==> config.mk <==
export PLATFORM = sky130hd
export DESIGN_NAME = fetch_unit_flat
export DESIGN_NICKNAME = d
export VERILOG_FILES = /design/src/rtl/fetch_unit_pkg.sv /design/src/rtl/fetch_unit_if.sv /design/src/rtl/fetch_queue.sv /design/src/rtl/fetch_unit.sv /design/src/flat_wrapper.sv
export SDC_FILE = /design/constraint.sdc
export NUM_CORES = 1
export LEC_CHECK = 0
export CORE_ASPECT_RATIO = 0.5
export CORE_MARGIN = 5
export CORE_UTILIZATION = 50
export DETAILED_ROUTE_END_ITERATION = 8
export PLACE_DENSITY = 0.74
export SLEW_MARGIN = 40
export SYNTH_ARGS = -nofsm -noshare
export SYNTH_HDL_FRONTEND = slang
export SYNTH_HIERARCHICAL = 1
export SYNTH_SLANG_ARGS = --single-unit
==> constraint.sdc <==
create_clock -name clk -period 14.37 [get_ports clk]
set_input_delay 2.1555 -clock clk [delete_from_list [all_inputs] [get_ports clk]]
set_output_delay 2.1555 -clock clk [all_outputs]
set_load 0.03 [all_outputs]
==> src/rtl/fetch_unit_pkg.sv <==
// rtl/fetch_unit_pkg.sv - shared constants and types for the instruction fetch stage
package fetch_unit_pkg;

   localparam int XLEN = 32;

   localparam logic [XLEN-1:0] NOP_INSN         = 32'h0000_0013;
   localparam logic [XLEN-1:0] DEFAULT_RESET_PC = 32'h0000_0000;

   // One queued instruction together with the address it was fetched from.
   typedef struct packed {
      logic [XLEN-1:0] pc;
      logic [XLEN-1:0] word;
   } fetch_entry_t;

   // Instruction memory is word addressed; low address bits never reach it.
   function automatic logic [XLEN-1:0] word_align(input logic [XLEN-1:0] addr);
      return addr & ~32'h0000_0003;
   endfunction

endpackage

==> src/rtl/fetch_unit_if.sv <==
// rtl/fetch_unit_if.sv - instruction memory request/response channel
interface fetch_unit_if;
   import fetch_unit_pkg::*;

   logic            imem_req_valid;
   logic            imem_req_ready;
   logic [XLEN-1:0] imem_addr;
   logic            imem_rsp_valid;
   logic [XLEN-1:0] imem_rdata;

   modport master (
      output imem_req_valid,
      output imem_addr,
      input  imem_req_ready,
      input  imem_rsp_valid,
      input  imem_rdata
   );

   modport slave (
      input  imem_req_valid,
      input  imem_addr,
      output imem_req_ready,
      output imem_rsp_valid,
      output imem_rdata
   );

endinterface

==> src/rtl/fetch_queue.sv <==
// rtl/fetch_queue.sv - small synchronous FIFO with flush, used for instructions and PC tags
module fetch_queue #(
   parameter int WIDTH = 32,
   parameter int DEPTH = 4
) (
   input  logic                   clk,
   input  logic                   rst,
   input  logic                   push,
   input  logic [WIDTH-1:0]       push_data,
   input  logic                   pop,
   input  logic                   flush,
   output logic [$clog2(DEPTH):0] count,
   output logic [WIDTH-1:0]       head
);

   localparam int AW = $clog2(DEPTH);
   localparam logic [AW:0] FULL_CNT = (AW+1)'(DEPTH);

   logic [WIDTH-1:0] mem [DEPTH];
   logic [AW-1:0]    rd_ptr;
   logic [AW-1:0]    wr_ptr;
   logic             do_push;
   logic             do_pop;

   // Popping an empty queue is ignored; a push into a full queue only lands if a pop frees a slot.
   assign do_pop  = pop && (count != '0);
   assign do_push = push && ((count != FULL_CNT) || do_pop);

   // Pointer and occupancy bookkeeping; flush discards every entry at once.
   always_ff @(posedge clk) begin
      if (rst || flush) begin
         rd_ptr <= '0;
         wr_ptr <= '0;
         count  <= '0;
      end else begin
         if (do_push) wr_ptr <= wr_ptr + AW'(1);
         if (do_pop)  rd_ptr <= rd_ptr + AW'(1);
         case ({do_push, do_pop})
            2'b10:   count <= count + (AW+1)'(1);
            2'b01:   count <= count - (AW+1)'(1);
            default: count <= count;
         endcase
      end
   end

   // Storage needs no reset: count decides whether the head is meaningful.
   always_ff @(posedge clk) begin
      if (do_push) mem[wr_ptr] <= push_data;
   end

   assign head = mem[rd_ptr];

endmodule

==> src/rtl/fetch_unit.sv <==
// rtl/fetch_unit.sv - PC, request issue, response queue and redirect flush for the fetch stage
module fetch_unit
   import fetch_unit_pkg::*;
#(
   parameter logic [XLEN-1:0] RESET_PC = DEFAULT_RESET_PC,
   parameter int              DEPTH    = 4
) (
   input  logic            clk,
   input  logic            rst,
   fetch_unit_if.master    imem,
   input  logic            redirect_valid,
   input  logic [XLEN-1:0] redirect_pc,
   input  logic            halt,
   output logic [XLEN-1:0] ir,
   output logic [XLEN-1:0] ir_pc,
   output logic            ir_valid,
   input  logic            ir_ready
);

   localparam int CW = $clog2(DEPTH) + 1;
   localparam logic [CW-1:0] DEPTH_CNT = CW'(DEPTH);

   logic [XLEN-1:0] pc;
   logic [CW-1:0]   drop;
   logic [CW-1:0]   inflight;
   logic [CW-1:0]   q_count;
   logic [CW-1:0]   tag_count;
   logic [XLEN-1:0] tag_head;
   fetch_entry_t    q_head;
   fetch_entry_t    q_push_data;
   logic [CW:0]     budget;

   logic deq;
   logic accept;
   logic rsp;
   logic discard;
   logic enq;

   assign deq     = ir_valid && ir_ready;
   assign accept  = imem.imem_req_valid && imem.imem_req_ready;
   assign rsp     = imem.imem_rsp_valid;
   assign discard = rsp && (redirect_valid || (drop != '0));
   assign enq     = rsp && !discard;

   // Tags are flushed on redirect and stale responses are counted by drop instead,
   // so everything outstanding is exactly the live tags plus the pending discards.
   assign inflight = tag_count + drop;

   // A slot for a new request exists once in-flight words plus queued words, net of this
   // cycle's dequeue, leave room; this keeps every response guaranteed a queue entry.
   assign budget = {1'b0, inflight} + {1'b0, q_count} - {{CW{1'b0}}, deq};

   assign imem.imem_req_valid = !rst && !halt && !redirect_valid &&
                                (budget < {1'b0, DEPTH_CNT});
   assign imem.imem_addr      = pc;

   assign q_push_data = '{pc: tag_head, word: imem.imem_rdata};

   assign ir_valid = (q_count != '0);
   assign ir       = ir_valid ? q_head.word : NOP_INSN;
   assign ir_pc    = ir_valid ? q_head.pc   : '0;

   // Next fetch address: redirect wins over everything, otherwise advance on each accepted request.
   always_ff @(posedge clk) begin
      if (rst) begin
         pc <= RESET_PC;
      end else if (redirect_valid) begin
         pc <= word_align(redirect_pc);
      end else if (accept) begin
         pc <= pc + 32'd4;
      end
   end

   // Count of responses still owed by the memory for requests made before the last redirect.
   always_ff @(posedge clk) begin
      if (rst) begin
         drop <= '0;
      end else if (redirect_valid) begin
         drop <= inflight - {{(CW-1){1'b0}}, rsp};
      end else if (rsp && (drop != '0)) begin
         drop <= drop - CW'(1);
      end
   end

   fetch_queue #(
      .WIDTH (XLEN),
      .DEPTH (DEPTH)
   ) u_tag_queue (
      .clk       (clk),
      .rst       (rst),
      .push      (accept),
      .push_data (pc),
      .pop       (rsp && (drop == '0)),
      .flush     (redirect_valid),
      .count     (tag_count),
      .head      (tag_head)
   );

   fetch_queue #(
      .WIDTH ($bits(fetch_entry_t)),
      .DEPTH (DEPTH)
   ) u_insn_queue (
      .clk       (clk),
      .rst       (rst),
      .push      (enq),
      .push_data (q_push_data),
      .pop       (deq),
      .flush     (redirect_valid),
      .count     (q_count),
      .head      (q_head)
   );

endmodule

==> src/flat_wrapper.sv <==
// flat-port wrapper written by rule: the top's interface ports become plain ports
module fetch_unit_flat import fetch_unit_pkg::*;
#(
   parameter logic [XLEN-1:0] RESET_PC = DEFAULT_RESET_PC,
   parameter int              DEPTH    = 4
)
  (clk, rst, redirect_valid, redirect_pc, halt, ir, ir_pc, ir_valid, ir_ready, imem_imem_req_valid, imem_imem_addr, imem_imem_req_ready, imem_imem_rsp_valid, imem_imem_rdata);
  fetch_unit_if imem_i ();
  input  logic clk;
  input  logic rst;
  input  logic redirect_valid;
  input  logic [XLEN-1:0] redirect_pc;
  input  logic halt;
  output logic [XLEN-1:0] ir;
  output logic [XLEN-1:0] ir_pc;
  output logic ir_valid;
  input  logic ir_ready;
  output wire logic [$bits(imem_i.imem_req_valid)-1:0] imem_imem_req_valid;
  output wire logic [$bits(imem_i.imem_addr)-1:0] imem_imem_addr;
  input wire logic [$bits(imem_i.imem_req_ready)-1:0] imem_imem_req_ready;
  input wire logic [$bits(imem_i.imem_rsp_valid)-1:0] imem_imem_rsp_valid;
  input wire logic [$bits(imem_i.imem_rdata)-1:0] imem_imem_rdata;
  assign imem_imem_req_valid = imem_i.imem_req_valid;
  assign imem_imem_addr = imem_i.imem_addr;
  assign imem_i.imem_req_ready = imem_imem_req_ready;
  assign imem_i.imem_rsp_valid = imem_imem_rsp_valid;
  assign imem_i.imem_rdata = imem_imem_rdata;
  fetch_unit #(.RESET_PC(RESET_PC), .DEPTH(DEPTH)) u_core (.clk(clk), .rst(rst), .imem(imem_i), .redirect_valid(redirect_valid), .redirect_pc(redirect_pc), .halt(halt), .ir(ir), .ir_pc(ir_pc), .ir_valid(ir_valid), .ir_ready(ir_ready));
endmodule
# Word-level counts from Yosys, hierarchy flattened
# Memories as Yosys holds them, arrays and structs flattened. A register that Yosys moved wholly into a read port is not among the register bits.
# Cells that the tools add are included.
# Widths: inputs -> output; s select.
# word_totals
regBits	49
latchBits	0
ram_bits	384
mem_bits_ro	0
inputBits	71
elab_cells	78
mem_count	2
# memory_table
name	words	width	rd	rd_ports_with_merged_regs	wr	line	source
u_core.u_insn_queue.mem	4	64	1	1	1	fetch_queue.sv:19	logic [WIDTH-1:0] mem [DEPTH];
u_core.u_tag_queue.mem	4	32	1	1	1	fetch_queue.sv:19	
# classes
addsub	14
mul	0
n_div	0
order_cmp	1
eq_ne	6
shift	0
mux	16
n_bitwise	0
reduce_logical	30
# ops
op	count
$mux 32	4
$add 32x3->32 const B	1
$logic_and 1x1->1	13
$pmux 3 s2	2
$reduce_bool 3->1	3
$sub 3x1->3 const B	3
$add 2x1->2 const B	4
$mux 2	4
$reduce_bool 2->1	4
$add 3x1->3 const B	2
$mux 3	2
$ne 3x3->1 const B	2
$add 3x3->4	1
$eq 2x1->1 const B	2
$eq 2x2->1 const B	2
$logic_not 1->1	4
$logic_or 1x1->1	4
$lt 4x3->1 const B	1
$mux 1	4
$sub 4x1->4	1
$add 3x3->3	1
$logic_not 3->1	1
$sub 3x1->3	1
$reduce_or 2->1	1

# Longest topological paths before layout
# Gate-level depths: netlist (run 1).
# depth
word_depth	9
depth_mapped	20

# Modules after synthesis
# The synthesis (run 1) kept the hierarchy.
# modules_own_cells
module	instances	cells_each	area_per_inst_um2
fetch_queue at u_core.u_insn_queue	1	389	9734.3
fetch_queue at u_core.u_tag_queue	1	222	5134.9
fetch_unit	1	366	2791.4

# Least setup slack after synthesis (run 1)
# OpenSTA, ideal clock, no wires.
# synth_path
path_kind	input to register
start	input port ir_ready
end	memory u_core.u_tag_queue.mem[0][0], enable pin
setup_ns	0.392
arrival_time_ns	5.488
required_ns	13.978
slack_ns	8.490
stages	13
cell_sequence	and2_1 > ha_1 > inv_1 > ha_1 > and3b_1 > or4_1 > buf_2 > and2_1 > clkbuf_1 > nor2_1 > buf_2 > nor2b_2 > and2_1
# synth_between
elab_chain_cells	8
# synth_rtl
element	line	source
start: declaration	flat_wrapper.sv:17	input logic ir_ready;
$logic_and 1x1->1	fetch_unit.sv:39	assign deq = ir_valid && ir_ready;
$sub 4x1->4	fetch_unit.sv:51	assign budget = {1'b0, inflight} + {1'b0, q_count} - {{CW{1'b0}}, deq};
$lt 4x3->1	fetch_unit.sv:54	(budget < {1'b0, DEPTH_CNT});
$logic_and 1x1->1	fetch_unit.sv:53	assign imem.imem_req_valid = !rst && !halt && !redirect_valid &&
$logic_and 1x1->1	fetch_unit.sv:40	assign accept = imem.imem_req_valid && imem.imem_req_ready;
named net u_core.accept	fetch_unit.sv:34	logic accept;
$logic_and 1x1->1	fetch_queue.sv:27	assign do_push = push && ((count != FULL_CNT) || do_pop);
$mux 1	fetch_queue.sv:48	if (do_push) mem[wr_ptr] <= push_data;
$mux 1 (implied by the code)	fetch_queue.sv:48	
end: declaration	fetch_queue.sv:19	
# The timed path passes the listed nets, and every way through them passes these cells.

# Worst setup path after layout (run 1)
# layout_path
start	input port ir_ready
end	output port imem_imem_req_valid
# layout_between
elab_chain_cells	4
# layout_rtl
element	line	source
$logic_and 1x1->1	fetch_unit.sv:39	
named net u_core.deq	fetch_unit.sv:33	logic deq;
$sub 4x1->4	fetch_unit.sv:51	
$lt 4x3->1	fetch_unit.sv:54	
$logic_and 1x1->1	fetch_unit.sv:53	
end: declaration	flat_wrapper.sv:18	output wire logic [$bits(imem_i.imem_req_valid)-1:0] imem_imem_req_valid;
# The timed path passes the listed nets, and every way through them passes these cells.

==> qor.txt, run 1 <==
status: complete, no violations
drt wl/cell: 22.50 um
clock tree buffer depth: 3
Crit-path slowest cell: clkdlybuf4s50_1
# IOs: 169
GP Congestion: 0.8685
top post-synthesis cells by area: edfxtp_1 65%, mux4_2 12%, dfxtp_1 5.8%, and2_1 2.6%, ha_1 1.3%
total power: 2.618 mW
Hold-fix buffers, CTS: 0
GRT Overall Usage: 19.34%
initial antenna violation count: 0
cell-by-cell trace of the critical path: clkdlybuf4s50_1 > and2_1 > ha_1 > inv_1 > ha_1 > and3b_1 > nor2_1 > mux2i_1 > nor2_1 > clkdlybuf4s50_1
Post-synth ARST share: 0%
Primary FF master, synth: edfxtp_1
Tmin final: 6912 ps
GRT overflow: 0
width of the die: 275.8 um
final period utilization: 48.10%
Mean Syn Cell Area: 18.08 sq um
Setup Buffers After CTS: 0
Filler cells: 2518
CTS tree: yes
total CTS buffers: 38
fin area: 21190 sq um
arrival time at the worst endpoint: 4760 ps
post-route DRC violation count: 0
Sum Neg Setup Slack: 0 ps
commonest non-fill, non-tap cell in the layout: edfxtp_1
post-synthesis cell type with the largest combined area: edfxtp_1
H-tree levels: 2
Final Core Density: 61.16%
PortBufs: 164
Post-Syn Area: 17660 sq um
max-cap check violation count: 0
most frequent cells in the layout: 384 x edfxtp_1, 164 x clkdlybuf4s50_1, 96 x mux4_2, 70 x and2_1
kind of critical path: in -> out
1st-iter DRT viols: 852
CP max stage delay: 680 ps
row count: 48
number of synthesized flops with an enable pin: 384
worst-path maximum fanout: 7
number of buffer and inverter stages on the critical path: 3
iteration count of the initial detailed-routing pass: 5
Synth Instances: 977
Initial Utilization: 50.96%
nets: 1248
DIE AREA: 39410 sq um
Synth top area share: 65.29%
PwrDens: 123.5 nW/um^2
clock sink total: 435
Peak VDD IR: 0.00007511 V
share of cells above drive strength 1: 17.30%
class of the worst hold path: reg -> reg
Layout area overhead: 20.01%
clock slew at reported path FFs: 70 ps
core box area: 34650 sq um
Root Buffer: clkbuf_16
Clock Skews: 17.99 ps
first-pass GRT wire length: 57.90 mm
Resize count post-CTS: 0
Slew HR: 47.73%
Vias/cell: 5.654
worst setup path start: ir_ready
vias in the first global route: 9997
Required @ worst endpoint: 12210 ps
ant diodes: 0
Pins Over Slew Limit: 0
worst r2r src: u_core/u_tag_queue/count[0]
drt total wl: 37.36 mm
Yosys cell types: 63
Yosys warnings: 6
LEAKAGE: 6.664 nW
Worst path top cell family by delay: buffers and inverters
DP Area: 19850 sq um
sequential element share of the synthesized area: 71.07%
Seq cells post-synth: 435
antenna viol nets, final: 0
die height: 142.9 um
later-pin clock latency in the skew report: 530 ps
hold_sp: u_core/u_tag_queue/wr_ptr[1]
final setup vio count: 0
Startpoint Class: primary input
Least-Margin Pin Slew: 784.1 ps
RSZ-0062 raised after global routing: no
post-DP HPWL: 21.75 mm
Crit. End Element: output pin
Via Count: 9386
final-report hold violation count: 0
largest net degree at the start of global routing: 67
Max Clock Freq: 144.7 MHz
==> worst min-delay path, delay by kind of cell, from the launching register on <==
kind | cells | cell delay (ps)
mux | 1 | 130
simple gates | 1 | 50
flops | 1 | 340
==> stage by stage <==
stage               instances  worst slack [ps]  hold slack [ps]
finish                   1660              7458            550.3
global route             1660              7321            587.3
detailed placement       1590              7471            527.4
CTS                      1660              7459            549.8
global placement         1590              7491            498.1
floorplan                 986              8490            484.7
==> where the power goes <==
| part | total (mW) | internal [mW] | leakage [nW] | switching (mW) |
|---|---|---|---|---|
| combinational | 0.124 | 0.0562 | 2.09 | 0.0680 |
| clock | 1.08 | 0.640 | 0.658 | 0.440 |
| sequential | 1.41 | 1.39 | 3.92 | 0.0209 |
==> final timing paths <==
| path | to | slack (ps) | cells after the start |
|---|---|---|---|
| hold reg to reg | u_core/u_tag_queue/wr_ptr[1] | 550 | 2 |
| setup reg to reg | u_core/u_tag_queue/mem[3][30] | 8780 | 16 |
| setup / recovery | imem_imem_req_valid | 7460 | 10 |
| hold / removal | u_core/u_tag_queue/wr_ptr[1] | 550 | 2 |
==> layout make-up <==
| type | instances | area [sq um] | area share (%) |
|---|---|---|---|
| Timing Repair Buffer | 181 | 1792 | 8.454 |
| Inverter | 35 | 131.4 | 0.6199 |
| Multi-Input combinational cell | 464 | 4778 | 22.55 |
| Clock inverter | 22 | 264.0 | 1.246 |
| Clock buffer | 48 | 1072 | 5.059 |
| Sequential cell | 435 | 12560 | 59.27 |
| Tap cell | 475 | 594.3 | 2.804 |
==> kinds of logic (layout without fill, tap and decap cells) <==
kind of cell / count (synthesis) / after routing / share of synthesized area (%)
and+or+nand+nor: 225 / 225 / 7.389
other: 1 / 10 / 0.02123
AOI/OAI and AO/OA: 78 / 78 / 3.748
DFF: 435 / 435 / 71.07
adders and majority gates: 22 / 22 / 1.686
xor gates and xnor gates: 29 / 29 / 1.438
buffers and inverters: 87 / 286 / 2.175
muxes: 100 / 100 / 12.47
==> synth_stat cells, types with 7 or more instances <==
master / count
nand3_1: 12
a311oi_1: 7
clkbuf_1: 23
inv_1: 34
xnor2_1: 19
buf_4: 12
xor2_1: 10
edfxtp_1: 384
a2111oi_2: 7
nor2_1: 47
nand2_1: 19
mux4_2: 96
ha_1: 19
nand4_1: 8
nor3_1: 14
and2_1: 74
a211oi_1: 19
dfxtp_1: 51
buf_1: 12
==> layer usage <==
layer / track usage, % / vias to the layer above / share of wire [%]
li1: - / 4215 / -
met1: 24.85 / 4850 / 40
met2: 34.46 / 247 / 52
met3: 3.308 / 74 / 5.0
met4: 5.618 / 0 / 2.8
met5: 0 / - / 0
==> state kept, by name (all words and copies together) (netlist names), named ones only <==
signal,cells
u_core/u_insn_queue/wr_ptr,2
u_core/imem.imem_addr,30
u_core/u_tag_queue/count,3
u_core/u_tag_queue/mem,128
u_core/drop,3
u_core/u_insn_queue/mem,256
u_core/u_insn_queue/count,3
u_core/u_tag_queue/wr_ptr,2
u_core/u_tag_queue/rd_ptr,2
u_core/u_insn_queue/rd_ptr,2
Power figures use the tool's default switching activity.
==> run 2, diff against run 1 <==
--- a/config.mk
+++ b/config.mk
@@ -9,7 +9,7 @@
 export CORE_MARGIN = 5
 export CORE_UTILIZATION = 50
 export DETAILED_ROUTE_END_ITERATION = 8
-export PLACE_DENSITY = 0.74
+export PLACE_DENSITY = 0.77
 export SLEW_MARGIN = 40
 export SYNTH_ARGS = -nofsm -noshare
 export SYNTH_HDL_FRONTEND = slang
==> constraint.sdc (replaced) <==
create_clock -name clk -period 6.3 [get_ports clk]
set_input_delay 0.945 -clock clk [delete_from_list [all_inputs] [get_ports clk]]
set_output_delay 0.945 -clock clk [all_outputs]
set_load 0.03 [all_outputs]
==> qor.txt, run 2 (synthesis gave the netlist of run 1 again) <==
Slew HR: 52.68%
Via Count: 9665
clock sink total: 435
Crit. End Element: flip-flop
Pins Over Slew Limit: 0
CTS tree: yes
GR Layer Usage met2: 36.58%
first-pass GRT wire length: 60.09 mm
final setup vio count: 0
Cell Int Power: 4.666 mW
iteration count of the initial detailed-routing pass: 6
most frequent cells in the layout: 384 x edfxtp_1, 164 x clkdlybuf4s50_1, 96 x mux4_2, 70 x and2_1, 48 x dfxtp_1
final period utilization: 84.45%
Startpoint Class: flip-flop
busiest grt layer: met2
arrival time at the worst endpoint: 5510 ps
status: complete, no violations
row count: 48
LEAKAGE: 6.689 nW
worst-path maximum fanout: 25
switch share: 21.03%
clock slew at reported path FFs: 70 ps
kind of critical path: reg -> reg
Crit-path slowest cell: or4b_1
Hold-fix buffers, CTS: 0
1st-iter DRT viols: 796
Sum Neg Setup Slack: 0 ps
post-route DRC violation count: 0
final-report hold violation count: 0
PortBufs: 164
clock group share of total power: 40.5%
Max Clock Freq: 188.0 MHz
Hold Worst Slack: 530.2 ps
antenna viol nets, final: 0
max-cap check violation count: 0
post-DP HPWL: 24.29 mm
Initial Utilization: 50.96%
Tmin final: 5320 ps
Reg area: 12560 sq um
Root Buffer: clkbuf_16
RSZ-0062 raised after global routing: no
nets: 1256
vias in the first global route: 10190
area of the multi-input gates: 4778 sq um
drt wl/cell: 23.46 um
cell-by-cell trace of the critical path: ha_1 > inv_1 > fa_1 > xnor2_1 > xnor2_1 > ha_1 > inv_1 > ha_1 > or4b_1 > or4_1 > buf_4 > and2_1 > nor2_1 > nor2b_2 > and2_1 > buf_4
share of cells above drive strength 1: 17.37%
Required @ worst endpoint: 6490 ps
drt total wl: 39.11 mm
Least-Margin Pin Slew: 709.8 ps
GP Congestion: 0.8721
fin area: 21280 sq um
Clock Skews: 12.91 ps
Peak VDD IR: 0.0001618 V
later-pin clock latency in the skew report: 530 ps
H-tree levels: 2
cell mode on critical path: ha_1
Setup Buffers After CTS: 0
Biggest register: u_core/u_insn_queue/mem
DIE AREA: 39410 sq um
PwrDens: 277.7 nW/um^2
Filler cells: 2399
Switch Pwr: 1.243 mW
Vias/cell: 5.798
largest net degree at the start of global routing: 66
initial antenna violation count: 0
core box area: 34650 sq um
GRT Overall Usage: 19.99%
Logic pwr share: 4.9%
met1 Track Usage GR: 25.37%
CP max stage delay: 510 ps
ant diodes: 0
M3 GR Usage: 3.257%
# IOs: 169
class of the worst hold path: reg -> reg
Resize count post-CTS: 0
width of the die: 275.8 um
clock tree buffer depth: 3
Final Core Density: 61.42%
commonest non-fill, non-tap cell in the layout: edfxtp_1
register share of total power: 54.6%
total CTS buffers: 39
max reg flops: 256
GRT overflow: 0
die height: 142.9 um
DP Area: 20010 sq um
Layout area overhead: 20.51%
[run 2: cell type report]
cell class / instances / share of cell area [%]
repair buffers: 188 / 9.148
clock buffers: 46 / 4.909
well taps: 475 / 2.792
clock inverters: 24 / 1.064
flip-flops and latches: 435 / 59.02
inverters: 35 / 0.6173
multi-input cells: 464 / 22.45
[run 2: power groups by stage]
stage / clock (mW) / combinational, mW / sequential, mW
final: 2.39 / 0.289 / 3.23
after global routing: 2.57 / 0.310 / 3.23
after CTS: 2.43 / 0.289 / 3.23
after detailed placement: 0 / 0.286 / 3.29
after global placement: 0 / 0.269 / 3.28
after floorplan: 0 / 0.132 / 3.30
[run 2: path summary, 6_finish.rpt]
kind                                     start                       endpoint  slack, ps  cells after the start
setup / recovery   u_core/u_tag_queue/count[0]  u_core/u_tag_queue/mem[2][18]        980                     16
hold / removal    u_core/u_tag_queue/rd_ptr[1]                      flip-flop        530                      2
setup reg to reg   u_core/u_tag_queue/count[0]  u_core/u_tag_queue/mem[2][18]        980                     16
hold reg to reg   u_core/u_tag_queue/rd_ptr[1]                      flip-flop        530                      2
[run 2: routing by layer]
| layer | routed length (um) | part of all wire, % |
|---|---|---|
| met4 | 561 | 1.4 |
| met3 | 2164 | 5.5 |
| met1 | 15350 | 39 |
| met5 | 0 | 0 |
| met2 | 21030 | 54 |
[run 2: stage by stage]
step | std cells | setup WS (ps) | power [mW]
floorplan | 986 | 1182 | 3.429
global placement | 1587 | 1052 | 3.554
detailed placement | 1597 | 988.4 | 3.575
CTS | 1667 | 978.4 | 5.950
global route | 1667 | 705.1 | 6.111
finish | 1667 | 979.6 | 5.909
[run 2: worst max-delay path, delay by kind of cell, from the launching register on]
family / cells / cell delay, ps
xor+xnor: 2 / 390
fa+ha+maj: 4 / 1100
buf+inv: 4 / 770
flops: 1 / 480
simple gates: 6 / 2230
==> run 3, diff against run 2 <==
==> constraint.sdc (replaced) <==
create_clock -name clk -period 4.3 [get_ports clk]
set_input_delay 0.645 -clock clk [delete_from_list [all_inputs] [get_ports clk]]
set_output_delay 0.645 -clock clk [all_outputs]
set_load 0.03 [all_outputs]
==> qor.txt, run 3 (synthesis gave the netlist of run 1 again) <==
status: complete, no violations
Finished Layout Cells: 1679
nets: 1268
clock sink total: 435
post-route DRC violation count: 0
Slew HR: 52.58%
H-tree levels: 2
Least-Margin Pin Slew: 711.3 ps
Peak VDD IR: 0.0002938 V
initial antenna violation count: 0
max-cap check violation count: 0
Final Core Density: 62.25%
Layout area overhead: 22.15%
clock tree buffer depth: 3
drt wl/cell: 23.03 um
Crit. End Element: flip-flop
core box area: 34650 sq um
PortBufs: 164
Sum Neg Setup Slack: 0 ps
row count: 48
PwrDens: 408.8 nW/um^2
pre-CTS setup slack: -34.02 ps
ant diodes: 0
Startpoint Class: flip-flop
kind of critical path: reg -> reg
Tmin final: 4198 ps
share of cells above drive strength 1: 20.18%
LEAKAGE: 6.827 nW
first-pass GRT wire length: 60.28 mm
GP Congestion: 0.8358
1st-iter DRT viols: 854
iteration count of the initial detailed-routing pass: 5
total power: 8.820 mW
total CTS buffers: 38
GRT Overall Usage: 19.91%
RSZ-0062 raised after global routing: yes
Biggest register: u_core/u_insn_queue/mem
final-report hold violation count: 0
# IOs: 169
worst-path maximum fanout: 4
Filler cells: 2373
largest net degree at the start of global routing: 66
Pins Over Slew Limit: 0
Hold Worst Slack: 536.5 ps
Required @ worst endpoint: 4740 ps
Hold-fix buffers, CTS: 0
Root Buffer: clkbuf_16
drt total wl: 38.68 mm
GRT overflow: 0
Initial Utilization: 50.96%
fin area: 21570 sq um
final worst setup slack: 102.1 ps
Clock Skews: 18.13 ps
most frequent cells in the layout: 384 x edfxtp_1, 163 x clkdlybuf4s50_1, 96 x mux4_2, 65 x and2_1, 46 x dfxtp_1
Vias/cell: 5.727
antenna viol nets, final: 0
die height: 142.9 um
arrival time at the worst endpoint: 4640 ps
Max Clock Freq: 238.2 MHz
# placed instances: 1606
Via Count: 9615
final setup vio count: 0
width of the die: 275.8 um
clock slew at reported path FFs: 60 ps
commonest non-fill, non-tap cell in the layout: edfxtp_1
DP Area: 20150 sq um
max reg flops: 256
later-pin clock latency in the skew report: 530 ps
CTS tree: yes
DIE AREA: 39410 sq um
final period utilization: 97.63%
vias in the first global route: 10200
post-DP HPWL: 23.80 mm
class of the worst hold path: reg -> reg
## run 3: final cells by class
class	count	area, sq um	area share, %
Clock buffer	43	1033	4.791
Clock inverter	26	314.1	1.456
Inverter	35	131.4	0.6090
Multi-Input combinational cell	464	4860	22.53
Sequential cell	435	12570	58.26
Tap cell	475	594.3	2.755
Timing Repair Buffer	201	2072	9.604
## run 3: power breakdown
group | switching (mW) | internal, mW
clock | 1.50 | 2.16
combinational | 0.232 | 0.204
sequential | 0.0731 | 4.65
total | 1.80 | 7.02
## run 3: worst paths after layout
kind                                 endpoint  cells after the start                         start  slack, ps
setup reg to reg  u_core/u_tag_queue/count[1]                     17                u_core/drop[0]        100
hold / removal                      flip-flop                      2  u_core/u_tag_queue/rd_ptr[1]        540
hold reg to reg                     flip-flop                      2  u_core/u_tag_queue/rd_ptr[1]        540
setup / recovery  u_core/u_tag_queue/count[1]                     17                u_core/drop[0]        100
## run 3: per-layer routing
| layer | vias up | GRT usage [%] | share of wire, % |
|---|---|---|---|
| met3 | 53 | 3.492 | 5.4 |
| met2 | 323 | 34.99 | 52 |
| li1 | 4261 | - | - |
| met4 | 0 | 4.857 | 1.9 |
| met5 | - | 0 | 0 |
| met1 | 4978 | 26.33 | 41 |
## run 3: critical path, stage by stage (launching register included)
cell and delay (ps):
dfxtp_4 370, ha_4 130, inv_2 30, fa_2 350
xnor2_2 160, xnor2_2 200, ha_1 260, inv_2 70
ha_4 200, or4b_1 520, or4_4 430, and2_4 180
nor2_4 110, or2b_1 140, fa_1 460, nor2_2 140
o211ai_1 110, a221oi_1 250
## run 3: repair_timing
action / CTS / global route
endpoints found under the hold margin: 0 / 0
endpoints found under the setup margin: 2 / 12
setup buffers: 2 / 2
pin swaps: 2 / 4
resized for setup: 3 / 7
